`src/rtl/rstack_ctrl_if.sv`:
```
// Decode-stage and return-stack RAM signals of rstack_ctrl, bundled as one interface.
// master: CPU decode stage plus RAM side; slave: the controller.
interface rstack_ctrl_if #(
  parameter int unsigned WIDTH      = 13,
  parameter int unsigned DATA_WIDTH = 16
);
  logic                  push;
  logic                  pop;
  logic [DATA_WIDTH-1:0] push_data;
  logic                  flush;
  logic                  err_clr;
  logic [DATA_WIDTH-1:0] tos;
  logic [WIDTH:0]        depth;
  logic                  empty;
  logic                  full;
  logic                  overflow;
  logic                  underflow;
  logic [WIDTH-1:0]      mem_dout_addr;
  logic [DATA_WIDTH-1:0] mem_dout;
  logic                  mem_we;
  logic [WIDTH-1:0]      mem_din_addr;
  logic [DATA_WIDTH-1:0] mem_din;

  modport master (
    output push, pop, push_data, flush, err_clr, mem_dout,
    input  tos, depth, empty, full, overflow, underflow,
           mem_dout_addr, mem_we, mem_din_addr, mem_din
  );

  modport slave (
    input  push, pop, push_data, flush, err_clr, mem_dout,
    output tos, depth, empty, full, overflow, underflow,
           mem_dout_addr, mem_we, mem_din_addr, mem_din
  );
endinterface

```
`src/rtl/rstack_ctrl.sv`:
```
// Return-stack controller with cached top entry in front of an async-read RAM.
// Optional RSTACK_GUARD_EN enables sticky overflow/underflow flags and err_clr.
module rstack_ctrl #(
  parameter int unsigned WIDTH      = 13,
  parameter int unsigned DATA_WIDTH = 16
) (
  input logic         clk,
  input logic         rst_n,
  rstack_ctrl_if.slave bus
);
  localparam logic [WIDTH:0] CAP = (WIDTH+1)'(2**WIDTH + 1);

  logic [DATA_WIDTH-1:0] tos_q;
  logic [WIDTH:0]        depth_q;
  logic [WIDTH-1:0]      sp_q;
  logic                  full_w;
  logic                  empty_w;

  assign empty_w           = (depth_q == '0);
  assign full_w            = (depth_q == CAP);
  assign bus.tos           = tos_q;
  assign bus.depth         = depth_q;
  assign bus.empty         = empty_w;
  assign bus.full          = full_w;
  assign bus.mem_din_addr  = sp_q;
  assign bus.mem_din       = tos_q;
  assign bus.mem_dout_addr = sp_q - 1'b1;
  assign bus.mem_we        = rst_n & ~bus.flush & bus.push & ~bus.pop & ~full_w & ~empty_w;

  // sp only moves while the RAM holds entries; going full wraps it to 0 naturally.
  always_ff @(posedge clk) begin
    if (!rst_n) begin
      tos_q   <= '0;
      depth_q <= '0;
      sp_q    <= '0;
    end else if (bus.flush) begin
      tos_q   <= '0;
      depth_q <= '0;
      sp_q    <= '0;
    end else if (bus.push && bus.pop) begin
      tos_q <= bus.push_data;
      if (empty_w) depth_q <= (WIDTH+1)'(1);
    end else if (bus.push) begin
      if (!full_w) begin
        tos_q   <= bus.push_data;
        depth_q <= depth_q + 1'b1;
        if (!empty_w) sp_q <= sp_q + 1'b1;
      end
    end else if (bus.pop) begin
      if (depth_q > (WIDTH+1)'(1)) begin
        tos_q   <= bus.mem_dout;
        sp_q    <= sp_q - 1'b1;
        depth_q <= depth_q - 1'b1;
      end else if (!empty_w) begin
        tos_q   <= '0;
        depth_q <= '0;
      end
    end
  end

`ifdef RSTACK_GUARD_EN
  logic ov_q;
  logic un_q;
  logic set_ov;
  logic set_un;

  assign set_ov = ~bus.flush & bus.push & ~bus.pop & full_w;
  assign set_un = ~bus.flush & bus.pop & empty_w;

  always_ff @(posedge clk) begin
    if (!rst_n) begin
      ov_q <= 1'b0;
      un_q <= 1'b0;
    end else begin
      if (set_ov)           ov_q <= 1'b1;
      else if (bus.err_clr) ov_q <= 1'b0;
      if (set_un)           un_q <= 1'b1;
      else if (bus.err_clr) un_q <= 1'b0;
    end
  end

  assign bus.overflow  = ov_q;
  assign bus.underflow = un_q;
`else
  logic unused_err_clr;
  assign unused_err_clr = bus.err_clr;
  assign bus.overflow   = 1'b0;
  assign bus.underflow  = 1'b0;
`endif
endmodule

```
`src/flat_wrapper.sv`:
```
// flat-port wrapper written by rule: the top's interface ports become plain ports
module rstack_ctrl_flat 
#(
  parameter int unsigned WIDTH      = 13,
  parameter int unsigned DATA_WIDTH = 16
)
  (clk, rst_n, bus_push, bus_pop, bus_push_data, bus_flush, bus_err_clr, bus_mem_dout, bus_tos, bus_depth, bus_empty, bus_full, bus_overflow, bus_underflow, bus_mem_dout_addr, bus_mem_we, bus_mem_din_addr, bus_mem_din);
  rstack_ctrl_if #(.WIDTH(WIDTH), .DATA_WIDTH(DATA_WIDTH)) bus_i ();
  input logic clk;
  input logic rst_n;
  input wire logic [$bits(bus_i.push)-1:0] bus_push;
  input wire logic [$bits(bus_i.pop)-1:0] bus_pop;
  input wire logic [$bits(bus_i.push_data)-1:0] bus_push_data;
  input wire logic [$bits(bus_i.flush)-1:0] bus_flush;
  input wire logic [$bits(bus_i.err_clr)-1:0] bus_err_clr;
  input wire logic [$bits(bus_i.mem_dout)-1:0] bus_mem_dout;
  output wire logic [$bits(bus_i.tos)-1:0] bus_tos;
  output wire logic [$bits(bus_i.depth)-1:0] bus_depth;
  output wire logic [$bits(bus_i.empty)-1:0] bus_empty;
  output wire logic [$bits(bus_i.full)-1:0] bus_full;
  output wire logic [$bits(bus_i.overflow)-1:0] bus_overflow;
  output wire logic [$bits(bus_i.underflow)-1:0] bus_underflow;
  output wire logic [$bits(bus_i.mem_dout_addr)-1:0] bus_mem_dout_addr;
  output wire logic [$bits(bus_i.mem_we)-1:0] bus_mem_we;
  output wire logic [$bits(bus_i.mem_din_addr)-1:0] bus_mem_din_addr;
  output wire logic [$bits(bus_i.mem_din)-1:0] bus_mem_din;
  assign bus_i.push = bus_push;
  assign bus_i.pop = bus_pop;
  assign bus_i.push_data = bus_push_data;
  assign bus_i.flush = bus_flush;
  assign bus_i.err_clr = bus_err_clr;
  assign bus_i.mem_dout = bus_mem_dout;
  assign bus_tos = bus_i.tos;
  assign bus_depth = bus_i.depth;
  assign bus_empty = bus_i.empty;
  assign bus_full = bus_i.full;
  assign bus_overflow = bus_i.overflow;
  assign bus_underflow = bus_i.underflow;
  assign bus_mem_dout_addr = bus_i.mem_dout_addr;
  assign bus_mem_we = bus_i.mem_we;
  assign bus_mem_din_addr = bus_i.mem_din_addr;
  assign bus_mem_din = bus_i.mem_din;
  rstack_ctrl #(.WIDTH(WIDTH), .DATA_WIDTH(DATA_WIDTH)) u_core (.clk(clk), .rst_n(rst_n), .bus(bus_i));
endmodule
```
`config.mk`:
```
export PLATFORM = sky130hd
export DESIGN_NAME = rstack_ctrl_flat
export DESIGN_NICKNAME = d
export VERILOG_FILES = /design/src/rtl/rstack_ctrl_if.sv /design/src/rtl/rstack_ctrl.sv /design/src/flat_wrapper.sv
export SDC_FILE = /design/constraint.sdc
export NUM_CORES = 1
export LEC_CHECK = 0
export CAP_MARGIN = 5
export CORE_MARGIN = 1
export CORE_UTILIZATION = 30
export CTS_BUF_LIST = sky130_fd_sc_hd__clkbuf_8
export DETAILED_ROUTE_END_ITERATION = 8
export GPL_TIMING_DRIVEN = 0
export PLACE_DENSITY = 0.52
export REMOVE_ABC_BUFFERS = 1
export SKIP_LAST_GASP = 1
export SLEW_MARGIN = 0
export SYNTH_ARGS = -nofsm -noshare
export SYNTH_HDL_FRONTEND = slang
export SYNTH_SLANG_ARGS = --single-unit
```
`constraint.sdc`:
```
create_clock -name clk -period 4.35 [get_ports clk]
set_input_delay 1.305 -clock clk [delete_from_list [all_inputs] [get_ports clk]]
set_output_delay 1.305 -clock clk [all_outputs]
set_load 0.03 [all_outputs]
```
; ---- Word level (Yosys, flattened, before mapping)
; Cells that the tools add are included.
[classes]
n_mul = 0
muxes = 18
n_lt_le_gt_ge = 1
eq_ne = 6
div_mod_pow = 0
bitwise_logic = 11
n_addsub = 4
shift = 0
reduce_logical = 9
[ops]
columns = operator, count
row1 = 14-bit 2-to-1 mux, 7
row2 = 16-bit 2-to-1 mux, 6
row3 = 13-bit 2-to-1 mux, 5
row4 = "14-bit by 1-bit adder with 14-bit output, second input constant", 1
row5 = "14-bit equality test, second input constant", 1
row6 = "14-bit by 1-bit > comparator with 1-bit output, second input constant", 1
row7 = 14-bit logical NOT, 1
row8 = "14-bit by 1-bit subtractor with 14-bit output, second input constant", 1
row9 = "13-bit by 1-bit adder with 13-bit output, second input constant", 1
row10 = "13-bit by 1-bit subtractor with 13-bit output, second input constant", 1
row11 = 1-bit NOT, 6
row12 = 1-bit bitwise AND, 5
row13 = 5-bit AND reduction, 1
row14 = "2-bit != test, second input constant", 2
row15 = "4-bit != test, second input constant", 1
row16 = 4-bit AND reduction, 1
row17 = 2-bit nonzero test, 2
row18 = "3-bit != test, second input constant", 1
row19 = 3-bit AND reduction, 1
row20 = 3-bit nonzero test, 1
row21 = "2-bit by 1-bit != test with 1-bit output, second input constant", 1
row22 = 2-bit OR reduction, 1
row23 = 1-bit logical AND, 1
[totals]
inputBits = 38
ramBits = 0
memories = 0
latch_bits = 0
output_inout_bits = 77
rom_bits = 0
reg_bits = 43
word_cells = 52

; ---- Logic depth before layout (Yosys ltp)
; Gate-level depths: netlist of the first run.
[depth]
word_depth = 6
mapped_depth = 11
ltp_nobuf = 8

; ---- Worst setup path after synthesis of the first run
; No wires, ideal clock.
[synth_path]
path_type = input to output
startpoint = input bus_push
endpoint = output bus_mem_we
required_time_ps = 3045
cell_stages = 5
arrival_time_ps = 2712
slack_ps = 333
n_path_buf = 2
cell_sequence = clkbuf_1 > nor2b_1 > o21ai_1 > clkbuf_1 > nor2_1
[synth_between]
elab_chain_len = 4
[synth_rtl]
columns = item, line_no
row1 = from (decl), flat_wrapper.sv:11  ; input wire logic [$bits(bus_i.push)-1:0] bus_push;
row2 = 1-bit bitwise AND (4 in a row), rstack_ctrl.sv:28  ; assign bus.mem_we = rst_n & ~bus.flush & bus.push & ~bus.pop & ~full_w & ~empty_w;
row3 = to (decl), flat_wrapper.sv:24  ; output wire logic [$bits(bus_i.mem_we)-1:0] bus_mem_we;
; Every way passes these cells.

; ---- Worst setup path in the final report of the first run
[layout_path]
startpoint = input bus_pop
endpoint = output bus_mem_we
[layout_between]
elab_chain_len = 4
[layout_rtl]
columns = item, line_no
row1 = from (decl), flat_wrapper.sv:12  ; input wire logic [$bits(bus_i.pop)-1:0] bus_pop;
row2 = 1-bit NOT, rstack_ctrl.sv:28
row3 = 1-bit bitwise AND (3 in a row), rstack_ctrl.sv:28
; Every way passes these cells.

==> results of run 1 <==
[cell usage in the layout (no fill, tap or decap), drive strengths merged, types with 7 or more instances in the layout]
master	n
or2	8
inv	15
nand3	11
a21oi	38
o22ai	10
a211oi	20
nor4	15
nand4	10
dfxtp	43
nor2	24
nor3	16
a22oi	20
nand2	37
o21ai	11
clkdlybuf4s50	105
or4	11
or3	7
[layer usage]
| layer | up-vias | wire, um | track usage |
|---|---|---|---|
| met5 | - | 0 | 0 |
| met4 | 0 | 156 | 0.0441 |
| met3 | 14 | 672 | 0.0317 |
| met2 | 121 | 5870 | 0.319 |
| met1 | 1862 | 5320 | 0.249 |
| li1 | 1876 | - | - |
[state kept, by name (all words and copies together), names as in the netlist]
register and cells:
u_core.bus.mem_din 16, u_core.bus.depth 14, u_core.bus.mem_din_addr 13
[where the power goes]
part           switching [W]  leakage, nW  internal, W
Sequential         0.0000334        0.349     0.000413
Clock               0.000154       0.0453     0.000110
Combinational       0.000411         1.22     0.000271
[kinds of logic (layout without fill, tap and decap cells)]
group                      Yosys count  in the layout  synth area share
DFF                                 43             43             0.241
buffers and inverters               76            138             0.111
other                                1              2           0.00105
xor gates and xnor gates            11             11            0.0269
AOI/OAI and AO/OA                  156            156             0.326
muxes                                9              9            0.0262
adders and majority gates            5              5            0.0175
and+or+nand+nor                    162            162             0.250
[worst paths after layout]
kind	start	to	slack, ns	cells past startpoint
hold reg to reg	u_core.bus.mem_din_addr[12]	u_core.bus.mem_din_addr[12]	0.51	2
setup reg to reg	u_core.bus.depth[0]	u_core.bus.depth[5]	1.14	7
setup / recovery	bus_pop	bus_mem_we	0.06	5
hold / removal	u_core.bus.mem_din_addr[12]	u_core.bus.mem_din_addr[12]	0.51	2
[tightest hold or removal path, cell delays in order (launching register included)]
cell     delay [ns]
dfxtp_1        0.35
nand2_1        0.06
o21ai_0        0.06
[stage by stage]
stage                     setup slack [ns]  TNS [ns]  hold WS (ns)  power, W
after floorplan                      0.166         0         0.612  0.000874
after global placement               -2.85    -40.30         0.490   0.00113
after detailed placement             -1.79     -3.89         0.497   0.00113
after CTS                          -0.0291   -0.0291         0.517   0.00140
after global routing               -0.0214   -0.0337         0.536   0.00147
final                               0.0592         0         0.513   0.00139
[area by class of cell]
| cell class | instances | area [um2] |
|---|---|---|
| fillers | 1161 | 6810 |
| multi-input cells | 345 | 2360 |
| repair buffers | 116 | 1160 |
| flip-flops and latches | 43 | 861 |
| well taps | 143 | 179 |
| clock buffers | 5 | 68.8 |
| inverters | 14 | 57.6 |
| clock inverters | 3 | 16.3 |
[repair_timing]
action                                  in CTS  in global routing
hold endpoints to repair                     0                  0
hold buffers                                 0                  0
gates resized for setup                     10                  5
endpoints found under the setup margin       5                  3
buffers inserted                             1                  0
==> flow_metrics.py, run 1 <==
metrics = {
    "critical_path": {
        "crit_slowest_cell": "clkdlybuf4s50_1",
        "cp_top_family": "buffers and inverters",
        "path_cells": "dlygate4sd2_1 -> nor2b_4 -> o21ai_2 -> nor2_1 -> clkdlybuf4s50_1",
        "worstSetupStartpointType": "primary input",
        "critPathRequiredTime_ns": 3.04,
        "setup.worst_path.end_class": "output port",
        "cp.buffers_inverters": 2,
        "worst-setup-path-type": "in -> out",
        "cpPeakStageDelay_ns": 0.68,
        "arrival_ns": 2.99,
        "crit_fanout": 16,
    },
    "pwr": {
        "ir_drop_v": 0.000160,
        "power_leakage_nw": 1.62,
        "pwr_density_cell_nw_per_um2": 296,
    },
    "status": {
        "outcome": "complete, but fails checks",
        "violations": "DRC",
    },
    "placement": {
        "place_congestion": 0.894,
        "place_area_um2": 4560,
        "dp_hpwl_mm": 8.46,
        "place_inst": 658,
        "numPortBuffers": 111,
    },
    "clock_network": {
        "cts.root.buffer_cell": "clkbuf_8",
        "cts.clk_slew.worst_paths_ns": 0.10,
        "clk_latency_ns": 0.30,
        "cts_tree": "built",
        "htreeDepth": 2,
        "cts_made_buffers": 5,
        "clock_sinks": 43,
        "clock_path_buffers": 2,
    },
    "detailed_routing": {
        "vias": 3873,
        "postRouteAntennaNets": 0,
        "route.detailed.drc": 10,
        "drt-wirelength-per-cell_um": 18.0,
        "drtIter0Drc": 204,
        "vias_per_cell": 5.79,
        "drtPass1Iterations": 7,
        "wl_mm": 12.0,
    },
    "grt": {
        "grt_max_degree": 45,
        "grt_use_total": 0.189,
        "grt-ovfl-total": 0,
        "grt_pass1_wl_mm": 19.3,
        "antenna_found_initial": 0,
        "grt_pass1_vias": 3693,
    },
    "floorplanning": {
        "start_util": 0.311,
        "core_um2": 11500,
        "die_y_um": 111,
        "die_x_um": 111,
        "die_area_um2": 12400,
        "rows": 39,
        "ios": 115,
    },
    "timing": {
        "slew_violations": 0,
        "worst_pin_slew_ns": 1.20,
        "fin_crit_ns": 4.29,
        "hold_viol_final": 0,
        "fmax_mhz": 233,
        "setup_viol": 0,
        "fin_skew_ns": 0.00802,
        "rsz0062_at_grt": "yes",
        "maxSlewHeadroom": 0.193,
        "finalCritPeriodShare": 0.986,
    },
    "synthesis": {
        "synth-main-ff-cell": "dfxtp_1",
        "synth_edf_count": 0,
        "synth.most_common_cell": "dfxtp_1",
        "synthTopCellsByArea": "dfxtp_1 (24%), a21oi_1 (5.2%), a22oi_1 (4.2%)",
        "syn_area_um2": 3580,
        "yosys-top-cells-count": "dfxtp_1 (43), a21oi_1 (37), nand2_1 (37)",
        "async_flop_share": 0,
        "synth_area_per_cell_um2": 7.72,
        "yosys_warnings": 0,
        "yosys.area.top_type": "dfxtp_1",
        "yosys.cell_types.count": 71,
        "syn_inst": 463,
        "synth_top_cell_area_share": 0.241,
        "synth_seq_cells": 43,
        "synth_seq_area_share": 0.241,
    },
    "final_layout": {
        "n_antenna_cell": 0,
        "area_growth_pct": 31.5,
        "nets": 568,
        "design_area_um2": 4700,
        "stdcell_count": 669,
        "drive_gt1_frac": 0.103,
        "final_util": 0.408,
    },
    "job": {
        "maxCapViolations": 0,
    },
    "min_path": {
        "hp-class": "reg -> reg",
    },
}
No activity file was read; power rests on OpenSTA's default activity.
==> run 2, diff against run 1 <==
- ABC_CLOCK_PERIOD_IN_PS: unset -> 4350
- CORE_UTILIZATION: 30 -> 52
- PLACE_DENSITY: 0.52 -> 0.85
==> flow_metrics.py, run 2 (same netlist as run 1, synthesis figures left out) <==
metrics = {
    "timing": {
        "setup_viol": 0,
        "fmax_mhz": 230,
        "holdWs_ns": 0.505,
        "maxSlewHeadroom": 0.168,
        "hold_viol_final": 0,
        "finalCritPeriodShare": 1.00,
        "worst_pin_slew_ns": 1.24,
        "fin_skew_ns": 0.00711,
        "rsz0062_at_grt": "yes",
        "fin_crit_ns": 4.35,
        "slew_violations": 0,
    },
    "critical_path": {
        "path_cells": "buf_4 -> nor2b_4 -> o21ai_2 -> nor2_1 -> clkdlybuf4s50_1",
        "cp-startpoint": "bus_push",
        "arrival_ns": 3.04,
        "setup.worst_path.end_class": "output port",
        "r2r-end": "u_core.bus.depth[5]",
        "critPathRequiredTime_ns": 3.04,
        "worst-setup-path-type": "in -> out",
        "crit_slowest_cell": "clkdlybuf4s50_1",
        "regToRegSetupSlack_ns": 1.15,
        "worstSetupStartpointType": "primary input",
        "crit_fanout": 44,
        "r2r_start": "u_core.bus.depth[1]",
        "reg2regPathDepth": 7,
        "cpPeakStageDelay_ns": 0.68,
        "endpoint": "bus_mem_we",
    },
    "grt": {
        "grt_pass1_vias": 3654,
        "grt_use_met3": 0.0545,
        "busiest_layer": "met2",
        "grt_max_degree": 45,
        "gr-usage-met1": 0.417,
        "grt-ovfl-total": 0,
        "grt_use_total": 0.309,
        "use_met2": 0.489,
        "antenna_found_initial": 0,
        "grt_pass1_wl_mm": 17.9,
    },
    "detailed_routing": {
        "postRouteAntennaNets": 0,
        "vias_per_cell": 6.67,
        "wl_mm": 11.4,
        "route.detailed.drc": 1,
        "vias": 4016,
        "drtIter0Drc": 403,
        "drt-wirelength-per-cell_um": 18.9,
        "drtPass1Iterations": 9,
    },
    "clock_network": {
        "cts.clk_slew.worst_paths_ns": 0.09,
        "cts.root.buffer_cell": "clkbuf_8",
        "clk_latency_ns": 0.31,
        "clock_path_buffers": 2,
        "ctsHoldBuffers": 0,
        "htreeDepth": 2,
        "cts_tree": "built",
        "clock_sinks": 43,
        "cts_made_buffers": 5,
    },
    "floorplanning": {
        "die_y_um": 84.9,
        "start_util": 0.551,
        "rows": 29,
        "die_area_um2": 7210,
        "die_x_um": 84.9,
        "core_um2": 6490,
        "ios": 115,
    },
    "final_layout": {
        "final_util": 0.710,
        "drive_gt1_frac": 0.103,
        "num-fill-cells": 495,
        "regArea_um2": 861,
        "area_growth_pct": 29.0,
        "nets": 567,
        "n_antenna_cell": 0,
        "multi_input_area_um2": 2350,
        "mostFrequentLayoutCells": "clkdlybuf4s50_1 (106), dfxtp_1 (43), nand2_1 (37), a21oi_1 (37), nor2_1 (24)",
        "layout_commonest_cell": "clkdlybuf4s50_1",
        "largest_reg_flops": 16,
    },
    "pwr": {
        "pwr_density_cell_nw_per_um2": 306,
        "power_leakage_nw": 1.62,
        "ir_drop_v": 0.000186,
        "power_w": 0.00141,
    },
    "status": {
        "outcome": "complete, but fails checks",
        "violations": "DRC",
    },
    "job": {
        "maxCapViolations": 0,
    },
    "placement": {
        "numPortBuffers": 111,
        "dp_hpwl_mm": 7.67,
        "place_congestion": 0.958,
    },
    "min_path": {
        "hp-class": "reg -> reg",
    },
}
-- run 2: cell count changes in the layout (fill, tap and decap cells not counted), sizes merged --
cell,delta
inv,-1
dlygate4sd2,-2
clkbuf,+1
clkdlybuf4s50,+1
buf,-1
dlymetal6s2s,+1
-- run 2: metal layers --
| metal | wire, um | up-vias |
|---|---|---|
| li1 | - | 1866 |
| met1 | 4850 | 1876 |
| met5 | 0 | - |
| met3 | 1110 | 29 |
| met4 | 249 | 0 |
| met2 | 5150 | 245 |
-- run 2: worst max-delay path, delay by kind of cell --
kind                   cells  cell delay (ns)
buffers and inverters      2             1.08
AND/OR/NAND/NOR            2             0.42
AO/OA/AOI/OAI              1             0.22
-- run 2: worst min path at each step --
stage                                startpoint                          end  cells after the start
global route        u_core.bus.mem_din_addr[12]  u_core.bus.mem_din_addr[12]                      2
floorplan           u_core.bus.mem_din_addr[12]  u_core.bus.mem_din_addr[12]                      2
detailed placement  u_core.bus.mem_din_addr[12]  u_core.bus.mem_din_addr[12]                      2
global placement    u_core.bus.mem_din_addr[12]  u_core.bus.mem_din_addr[12]                      2
finish              u_core.bus.mem_din_addr[12]  u_core.bus.mem_din_addr[12]                      2
CTS                 u_core.bus.mem_din_addr[12]  u_core.bus.mem_din_addr[12]                      2
-- run 2: stage by stage --
step | setup slack, ns | instance area (um2) | std cells | TNS (ns)
floorplan | 0.166 | 3240 | 402 | 0
global placement | -2.46 | 4450 | 590 | -25.72
detailed placement | -1.60 | 4460 | 591 | -2.14
CTS | -0.197 | 4590 | 600 | -0.197
global route | -0.0741 | 4610 | 602 | -0.138
finish | 0.000410 | 4610 | 602 | 0
-- run 2: cell type report --
type                    instances  share of cell area
inverters                      14              0.0125
multi-input cells             345               0.510
clock buffers                   6              0.0179
well taps                      77              0.0209
repair buffers                115               0.248
clock inverters                 2             0.00353
flip-flops and latches         43               0.187
-- run 2: power breakdown --
| part | total [W] | leakage [nW] | internal, W | switching [W] |
|---|---|---|---|---|
| clock | 0.000282 | 0.0474 | 0.000130 | 0.000152 |
| combinational | 0.000685 | 1.22 | 0.000272 | 0.000413 |
| sequential | 0.000447 | 0.349 | 0.000413 | 0.0000334 |
-- run 2: what timing repair did --
action	in CTS	in global routing
gates resized for setup	9	4
setup endpoints to repair	5	4
setup buffers	1	0
==> run 3, diff against run 2 <==
- CORE_ASPECT_RATIO: unset -> 0.8
==> flow_metrics.py, run 3 (same netlist as run 1, synthesis figures left out) <==
metrics = {
    "status": {
        "outcome": "finished clean",
    },
    "pwr": {
        "pwr_density_cell_nw_per_um2": 318,
        "power_leakage_nw": 1.64,
        "ir_drop_v": 0.000182,
    },
    "detailed_routing": {
        "drtPass1Iterations": 5,
        "drtIter0Drc": 452,
        "wl_mm": 11.7,
        "vias_per_cell": 6.67,
        "vias": 4065,
        "route.detailed.drc": 0,
        "postRouteAntennaNets": 0,
        "drt-wirelength-per-cell_um": 19.3,
    },
    "placement": {
        "dp_hpwl_mm": 7.95,
        "post-place-ws_ns": -1.48,
        "place_inst": 599,
        "numPortBuffers": 111,
        "place_area_um2": 4500,
        "place_congestion": 0.927,
    },
    "final_layout": {
        "design_area_um2": 4670,
        "mostFrequentLayoutCells": "clkdlybuf4s50_1 (106), dfxtp_1 (43), nand2_1 (37), a21oi_1 (37), nor2_1 (24)",
        "area_growth_pct": 30.7,
        "stdcell_count": 609,
        "final_util": 0.718,
        "n_antenna_cell": 0,
        "num-fill-cells": 505,
        "largest_reg_flops": 16,
        "layout_commonest_cell": "clkdlybuf4s50_1",
        "drive_gt1_frac": 0.103,
        "nets": 567,
    },
    "floorplanning": {
        "die_y_um": 76.2,
        "die_area_um2": 7210,
        "start_util": 0.550,
        "ios": 115,
        "rows": 26,
        "core_um2": 6510,
        "die_x_um": 94.7,
    },
    "critical_path": {
        "crit_slowest_cell": "or4b_2",
        "worst-setup-path-type": "reg -> out",
        "setup.worst_path.end_class": "output port",
        "cp_top_family": "simple AND/OR/NAND/NOR gates",
        "path_cells": "inv_1 -> ha_1 -> or4b_2 -> nor4_4 -> xor2_1 -> clkdlybuf4s50_1",
        "critPathRequiredTime_ns": 3.04,
        "worstSetupStartpointType": "flop",
        "cpPeakStageDelay_ns": 0.72,
        "crit_fanout": 8,
        "cp.buffers_inverters": 2,
        "arrival_ns": 2.92,
    },
    "clock_network": {
        "clock_sinks": 43,
        "clock_path_buffers": 2,
        "htreeDepth": 2,
        "cts_tree": "built",
        "clk_latency_ns": 0.32,
        "cts.clk_slew.worst_paths_ns": 0.08,
        "cts.root.buffer_cell": "clkbuf_8",
        "ctsHoldBuffers": 0,
        "cts_made_buffers": 5,
    },
    "grt": {
        "grt_use_total": 0.326,
        "grt-ovfl-total": 0,
        "grt_pass1_wl_mm": 18.6,
        "grt_max_degree": 45,
        "antenna_found_initial": 0,
        "grt_pass1_vias": 3732,
    },
    "timing": {
        "setup_slack_ns": 0.127,
        "slew_violations": 0,
        "hold_viol_final": 0,
        "fin_skew_ns": 0.0108,
        "setup_viol": 0,
        "rsz0062_at_grt": "yes",
        "maxSlewHeadroom": 0.161,
        "holdWs_ns": 0.535,
        "fin_crit_ns": 4.22,
        "fmax_mhz": 237,
        "worst_pin_slew_ns": 1.26,
        "finalCritPeriodShare": 0.971,
    },
    "min_path": {
        "hp-class": "reg -> reg",
    },
    "job": {
        "maxCapViolations": 0,
    },
}
run 3: cell count changes in the layout (fill, tap and decap cells not counted), sizes merged:
cell	delta
inv	+1
clkinvlp	-1
dlymetal6s2s	-2
bufinv	+1
clkinv	-1
dlygate4sd2	+2
run 3: where the power goes:
group | internal, W | switching, W
sequential | 0.000413 | 0.0000329
combinational | 0.000272 | 0.000420
clock | 0.000189 | 0.000158
run 3: tightest hold or removal path, cell delays in order (launching register included):
cell      delay (ns)
dfxtp_1         0.33
a21oi_1         0.11
a211oi_1        0.05
run 3: metrics by stage:
stage | power, W | setup TNS, ns
after floorplan | 0.000874 | 0
after global placement | 0.00112 | -26.01
after detailed placement | 0.00113 | -1.52
after CTS | 0.00147 | 0
after global routing | 0.00155 | -0.00932
final | 0.00149 | 0
run 3: worst paths after layout:
path / slack, ns / cells past startpoint / end / startpoint
min: 0.53 / 2 / u_core.bus.mem_din[7] / u_core.bus.mem_din[7]
max reg2reg: 1.12 / 7 / u_core.bus.depth[5] / u_core.bus.depth[0]
max: 0.13 / 6 / bus_mem_dout_addr[10] / u_core.bus.mem_din_addr[0]
min reg2reg: 0.53 / 2 / u_core.bus.mem_din[7] / u_core.bus.mem_din[7]
run 3: final cells by class:
type                    instances  area (um2)  area share
repair buffers                115        1160       0.248
well taps                      84         105      0.0225
inverters                      14        57.6      0.0123
flip-flops and latches         43         861       0.184
clock buffers                   6        82.6      0.0177
clock inverters                 2        38.8     0.00830
multi-input cells             345        2370       0.507
run 3: timing repair:
| action | in CTS | in global routing |
|---|---|---|
| gates cloned | 0 | 0 |
| setup endpoints to repair | 5 | 3 |
| setup buffers | 1 | 0 |
| resized for setup | 10 | 6 |
run 3: metal layers:
layer | part of all wire | wire (um) | global-route usage | vias up
li1 | - | - | - | 1869
met1 | 0.43 | 5000 | 0.453 | 1893
met2 | 0.45 | 5270 | 0.491 | 280
met3 | 0.11 | 1280 | 0.0758 | 23
met4 | 0.016 | 191 | 0.111 | 0
met5 | 0 | 0 | 0 | -
